==> config.mk <==
export PLATFORM = sky130hd
export DESIGN_NAME = vga_timing_gen
export DESIGN_NICKNAME = d
export VERILOG_FILES = /design/src/rtl/vga_timing_gen.sv
export SDC_FILE = /design/constraint.sdc
export NUM_CORES = 1
export LEC_CHECK = 0
export ABC_AREA = 1
export CELL_PAD_IN_SITES_DETAIL_PLACEMENT = 1
export CELL_PAD_IN_SITES_GLOBAL_PLACEMENT = 2
export CORE_UTILIZATION = 34
export DETAILED_ROUTE_END_ITERATION = 7
export PLACE_DENSITY = 0.83
export SLEW_MARGIN = 20
export SYNTH_ARGS = -nofsm -noshare
export SYNTH_HDL_FRONTEND = slang
export SYNTH_SLANG_ARGS = --single-unit
==> constraint.sdc <==
create_clock -name clk -period 6.02 [get_ports clk]
set_input_delay 1.204 -clock clk [delete_from_list [all_inputs] [get_ports clk]]
set_output_delay 1.204 -clock clk [all_outputs]
set_load 0.005 [all_outputs]
==> src/rtl/vga_timing_gen.sv <==
// Parametrised VGA raster timing generator: pixel strobe divider, zero-based
// active-area coordinates, pipelined sync/blank outputs and a sticky vblank flag.
module vga_timing_gen #(
  parameter int H_ACTIVE   = 640,
  parameter int H_FP       = 16,
  parameter int H_SYNC     = 96,
  parameter int H_BP       = 48,
  parameter int V_ACTIVE   = 480,
  parameter int V_FP       = 10,
  parameter int V_SYNC     = 2,
  parameter int V_BP       = 33,
  parameter int CLK_DIV    = 2,
  parameter int PIPE_DELAY = 2,
  parameter bit HS_POL     = 1'b0,
  parameter bit VS_POL     = 1'b0
) (
  input  logic        clk,
  input  logic        reset,
  input  logic        enable,
  input  logic        irq_ack,
  output logic        pix_tick,
  output logic        pix_clk,
  output logic [15:0] pix_x,
  output logic [15:0] pix_y,
  output logic        active,
  output logic        hsync,
  output logic        vsync,
  output logic        blank_n,
  output logic        sync_n,
  output logic        frame_start,
  output logic        vblank_flag
);

  localparam int DW = (CLK_DIV > 2) ? $clog2(CLK_DIV) : 1;
  localparam logic [DW-1:0] DIV_LAST = DW'(CLK_DIV - 1);
  localparam logic [DW-1:0] DIV_HALF = DW'(CLK_DIV / 2);

  localparam logic [15:0] H_TOTAL  = 16'(H_ACTIVE + H_FP + H_SYNC + H_BP);
  localparam logic [15:0] V_TOTAL  = 16'(V_ACTIVE + V_FP + V_SYNC + V_BP);
  localparam logic [15:0] H_ACT16  = 16'(H_ACTIVE);
  localparam logic [15:0] V_ACT16  = 16'(V_ACTIVE);
  localparam logic [15:0] HS_START = 16'(H_ACTIVE + H_FP);
  localparam logic [15:0] HS_END   = 16'(H_ACTIVE + H_FP + H_SYNC - 1);
  localparam logic [15:0] VS_START = 16'(V_ACTIVE + V_FP);
  localparam logic [15:0] VS_END   = 16'(V_ACTIVE + V_FP + V_SYNC - 1);

  // Delay-line word is {hsync, vsync, active}; idle is the deasserted level.
  localparam logic [2:0] DLY_IDLE = {~HS_POL, ~VS_POL, 1'b0};

  logic [DW-1:0] r_div;
  logic [15:0]   r_h;
  logic [15:0]   r_v;
  logic [15:0]   r_pixX;
  logic [15:0]   r_pixY;
  logic          r_active;
  logic          r_frameStart;
  logic          r_vblankFlag;
  logic [2:0]    r_dly [PIPE_DELAY+1];

  logic          w_tick;
  logic          w_hWrap;
  logic [15:0]   w_hNext;
  logic [15:0]   w_vNext;
  logic          w_activeNext;
  logic          w_hsyncNext;
  logic          w_vsyncNext;

  assign w_tick   = enable && (r_div == DIV_LAST);
  assign pix_tick = w_tick;
  assign pix_clk  = (r_div >= DIV_HALF);

  always_ff @(posedge clk) begin
    if (reset) begin
      r_div <= '0;
    end else if (enable) begin
      r_div <= (r_div == DIV_LAST) ? '0 : r_div + 1'b1;
    end
  end

  // Raster position after the coming tick; registered outputs load from it
  // so they line up with the counters in the same cycle.
  always_comb begin
    w_hWrap = (r_h == H_TOTAL - 16'd1);
    w_hNext = w_hWrap ? '0 : r_h + 16'd1;
    w_vNext = r_v;
    if (w_hWrap) begin
      w_vNext = (r_v == V_TOTAL - 16'd1) ? '0 : r_v + 16'd1;
    end
    w_activeNext = (w_hNext < H_ACT16) && (w_vNext < V_ACT16);
    w_hsyncNext  = ((w_hNext >= HS_START) && (w_hNext <= HS_END)) ? HS_POL : ~HS_POL;
    w_vsyncNext  = ((w_vNext >= VS_START) && (w_vNext <= VS_END)) ? VS_POL : ~VS_POL;
  end

  always_ff @(posedge clk) begin
    if (reset) begin
      r_h      <= '0;
      r_v      <= '0;
      r_pixX   <= '0;
      r_pixY   <= '0;
      r_active <= 1'b0;
    end else if (w_tick) begin
      r_h      <= w_hNext;
      r_v      <= w_vNext;
      r_pixX   <= w_activeNext ? w_hNext : '0;
      r_pixY   <= w_activeNext ? w_vNext : '0;
      r_active <= w_activeNext;
    end
  end

  // Stage 0 holds the registered raw levels; stage PIPE_DELAY drives the pins.
  always_ff @(posedge clk) begin
    if (reset) begin
      for (int i = 0; i <= PIPE_DELAY; i++) begin
        r_dly[i] <= DLY_IDLE;
      end
    end else if (w_tick) begin
      r_dly[0] <= {w_hsyncNext, w_vsyncNext, w_activeNext};
      for (int i = 1; i <= PIPE_DELAY; i++) begin
        r_dly[i] <= r_dly[i-1];
      end
    end
  end

  // A vblank set on the same cycle as an acknowledge takes priority.
  always_ff @(posedge clk) begin
    if (reset) begin
      r_frameStart <= 1'b0;
      r_vblankFlag <= 1'b0;
    end else begin
      r_frameStart <= w_tick && (w_hNext == '0) && (w_vNext == '0);
      if (w_tick && (w_vNext == V_ACT16) && (w_hNext == '0)) begin
        r_vblankFlag <= 1'b1;
      end else if (irq_ack) begin
        r_vblankFlag <= 1'b0;
      end
    end
  end

  assign pix_x       = r_pixX;
  assign pix_y       = r_pixY;
  assign active      = r_active;
  assign hsync       = r_dly[PIPE_DELAY][2];
  assign vsync       = r_dly[PIPE_DELAY][1];
  assign blank_n     = r_dly[PIPE_DELAY][0];
  assign sync_n      = ~((hsync == HS_POL) || (vsync == VS_POL));
  assign frame_start = r_frameStart;
  assign vblank_flag = r_vblankFlag;

endmodule

======== Yosys cells after proc, flatten, opt, wreduce, memory -nomap -nowiden ========
Memories as Yosys holds them, arrays and structs flattened.
Index checks and enable logic that the tools add are counted.
word-level totals
  bits of input ports ..................... 4
  memories ................................ 1
  output and inout port bits .............. 41
  memory bits (writable) .................. 9
  bits in registers ....................... 68
memories
  memory  words  width  rd ports  clocked after memory_dff  wr ports  RTL line  source
  r_dly   3      3      3         0                         3         58        logic [2:0] r_dly [PIPE_DELAY+1];
cells by class
  reduce and logical (&&, ||, !) cells .... 12
  equal/unequal tests ..................... 3
  bitwise gates (word level) .............. 6
  magnitude comparators ................... 7
  add/subtract/negate cells ............... 3
  muxes and demuxes ....................... 18
operators with widths
  kind                     count
  $mux W16                 5
  $add A16 B1 Y16 const B  2
  $eq A16 B10 Y1 const B   2
  $logic_not A16 Y1        2
  $eq A16 B9 Y1 const B    1
  $ge A16 B10 Y1 const B   1
  $ge A16 B9 Y1 const B    1
  $le A16 B10 Y1 const B   1
  $le A16 B9 Y1 const B    1
  $lt A16 B10 Y1 const B   1
  $lt A16 B9 Y1 const B    1
  $mux W1                  10
  $mux W3                  3
  $logic_and A1 B1 Y1      8
  $not A1 Y1               3
  $or A1 B1 Y1             3
  $reduce_bool A2 Y1       1
  $add A1 B1 Y1 const B    1
  $ge A1 B1 Y1 const B     1
  $logic_or A1 B1 Y1       1

======== Logic depth before layout (Yosys ltp) ========
  depth after elaboration ................. 7
  gate-level depth with buffers ........... 16
  mapped depth without buffers ............ 15

======== Least setup slack after synthesis ========
No wires, ideal clock.
  kind .................................... input -> output
  from .................................... in enable
  to ...................................... out pix_tick
  path buffers ............................ 0
  arrival time ............................ 1.397 ns
  setup slack ............................. 3.419 ns
  cell stages on the path ................. 2
  cell sequence ........................... nand2_1 inv_1
between the ends
  word-level cells in the longest chain between the ends .. 1
ends and longest elaborated chain
  what                 RTL line  source
  start, declared      19        input logic enable,
  $logic_and A1 B1 Y1  68        assign w_tick = enable && (r_div == DIV_LAST);
  end, declared        21        output logic pix_tick,
No other way between the ends.

======== Worst setup path after layout ========
Ends and elaborated chain as after synthesis.

==> results by group <==
Pwr
  – Power Total: 1.11 mW
  – Lkg Pwr: 2.05 nW
  – Worst VDD drop: 0.000207 V
  – PD cells: 228 nW/um2

Critical path
  – Crit path launch type: primary input
  – Reg2Reg Depth: 12
  – CP arrival: 2.72 ns
  – Critical Path RT: 4.82 ns
  – CP endpoint kind: primary output
  – Crit path kind: primary input to primary output
  – Worst Path Max Fanout: 15

STA
  – Hold Vio Cnt, Final: 0
  – Worst Max-Slew Pin Slew: 1.00 ns
  – Setup-failing EPs final: 0
  – RSZ-0062 raised after global routing: no
  – Max Transition Viols Final: 0
  – Slew margin rel.: 33.1%
  – Setup Skew: 0.00779 ns
  – Tmin final: 3.92 ns
  – Final TNS setup: 0 ns
  – Max Fclk: 255 MHz
  – Post-route clock period utilization: 65.1%

Route
  – Drt first pass iters: 4
  – Final wirelength: 11600 um
  – Vias: 3769
  – Vias/cell: 5.07
  – Routed len/inst: 15.6 um
  – First-iteration detailed-routing DRC count: 122
  – Antenna Nets Post-Route: 0
  – Drt drc: 0

Logic synthesis
  – Seq/Total Area, Yosys: 40.7%
  – Yosys top cell area share: 33.9%
  – Area contributors post-synth: dfxtp_1 34%, nand2_1 13%, edfxtp_1 6.7%
  – Mapped Nets: 565
  – Cell count after synthesis: 556
  – Mapped cell area: 4010 um2
  – Post-synth ARST share: 0%
  – Unique masters post-synth: 36
  – EDFF count, synth: 9
  – Count leader, synth: nand2_1
  – Ys Warns: 0
  – Commonest register cell after synthesis: dfxtp_1
  – Area leader, netlist: dfxtp_1
  – Post-synth top cells: 144 x nand2_1, 69 x nor2_1, 68 x dfxtp_1, 54 x inv_1, 34 x nand3_1
  – Synthesized flop and latch total: 77
  – Mean Syn Cell Area: 7.21 um2

Place
  – Final Wtd Congestion: 0.825
  – Detail Placement HPWL: 8650 um
  – I/O Buffers: 44
  – Number of instances in the placed design: 728

Clocking
  – Clk pin slew, worst setup/hold paths: 0.06 ns
  – CTS tree: done
  – CTS buffer count: 9
  – Root buffer cell: clkbuf_16
  – Worst-skew pair later-pin latency: 0.35 ns
  – CTS sink cnt: 77
  – Hold_buf cts: 0
  – CTS resizes: 0
  – Clk buf depth: 2
  – Post-CTS setup buffer count: 0
  – CTS HTree Levels: 3

Layout
  – Layout cells sized above 1: 12.8%
  – Inserted Diodes: 0
  – Nets: 605
  – Non-Filler Instances: 744
  – Fill count: 1437
  – Layout area overhead: 21.2%

Global routing
  – Met3 Use GR: 3.51%
  – Met1 GRT Util: 25.1%
  – Largest net degree at the start of global routing: 32
  – GRT busiest layer: met2
  – M2 GR Usage: 36.7%
  – Gr ovfl total: 0
  – First-pass GRT wire length: 20400 um
  – Overall routing resource usage: 20.8%
  – Vias in the first global route: 4034
  – Initial antenna violation count: 0

Worst hold path
  – Worst Hold Class: flop to flop
  – WHS Path Cells: 2

Job
  – Max-cap viol count: 0

Die
  – Starting Density: 35.0%
  – Die W: 111 um
  – Die height: 111 um
  – Die ar.: 12200 um2
  – Ports: 45
  – Rows: 39
  – Core Footprint: 11500 um2

Outcome
  – Status: finished, final reports clean
==> per-layer routing <==
layer	part of all wire [%]	routed length [um]
met5	0	0
met4	1.9	224
met3	2.4	280
met2	50	5870
met1	45	5260
==> state kept, by name, summed over array words and instances (netlist names) <==
name         count
active           1
r_dly            9
pix_y           16
r_div            1
vblank_flag      1
frame_start      1
r_v             16
pix_x           16
r_h             16
==> stage by stage <==
step	area, um2	hold WS, ns	worst slack [ns]	util, %
finish	4860	0.441	2.10	42.4
detailed placement	4560	0.431	2.12	39.7
global placement	4560	0.430	2.14	39.7
CTS	4860	0.441	2.10	42.4
floorplan	4010	0.435	3.42	-
global route	4860	0.465	1.99	42.4
==> report_power, final <==
group | internal [mW] | leakage, nW | switching [mW] | total, mW
sequential | 0.522 | 0.621 | 0.00214 | 0.525
combinational | 0.00978 | 1.28 | 0.0220 | 0.0318
clock | 0.327 | 0.150 | 0.225 | 0.553
total | 0.859 | 2.05 | 0.250 | 1.11
==> logic make-up (layout without fill, tap and decap cells) <==
logic type               count (synthesis)  count (layout)  share of synthesized area [%]
XOR/XNOR                                11              11                           2.40
AND/OR/NAND/NOR                        324             324                           38.6
flip-flops                              77              77                           40.7
AO/OA/AOI/OAI                           55              55                           8.11
adder cells (fa/ha/maj)                  5               5                           1.56
buffers and inverters                   84             129                           8.70
==> placed cells by master (no fill, tap or decap), types with 13 or more instances in the layout <==
cell,instances
nand2_1,144
nor2_2,13
nand3_1,34
nand4_1,28
nor2_1,67
inv_1,54
o22ai_1,19
clkdlybuf4s50_1,44
o21ai_0,22
dfxtp_1,68
==> final timing paths <==
check,from,endpoint,slack [ns]
min,pix_x[15],pix_x[15],0.44
max,enable,pix_tick,2.10
max reg2reg,r_h[1],r_dly[0][0],3.30
min reg2reg,pix_x[15],pix_x[15],0.44
==> critical path, cell delays in order <==
cell and delay (ns):
clkdlybuf4s50_1 0.48, nand2_1 0.31, inv_1 0.20, clkdlybuf4s50_1 0.52
==> cell type report <==
class	count	area (um2)	share of cell area (%)
Clock buffer	12	278	5.71
Tap cell	143	179	3.68
Inverter	66	249	5.12
Sequential cell	77	1630	33.5
Multi-Input combinational cell	395	2040	41.9
Clock inverter	4	27.5	0.566
Timing Repair Buffer	47	463	9.52
(Power assumes the default switching activity.)
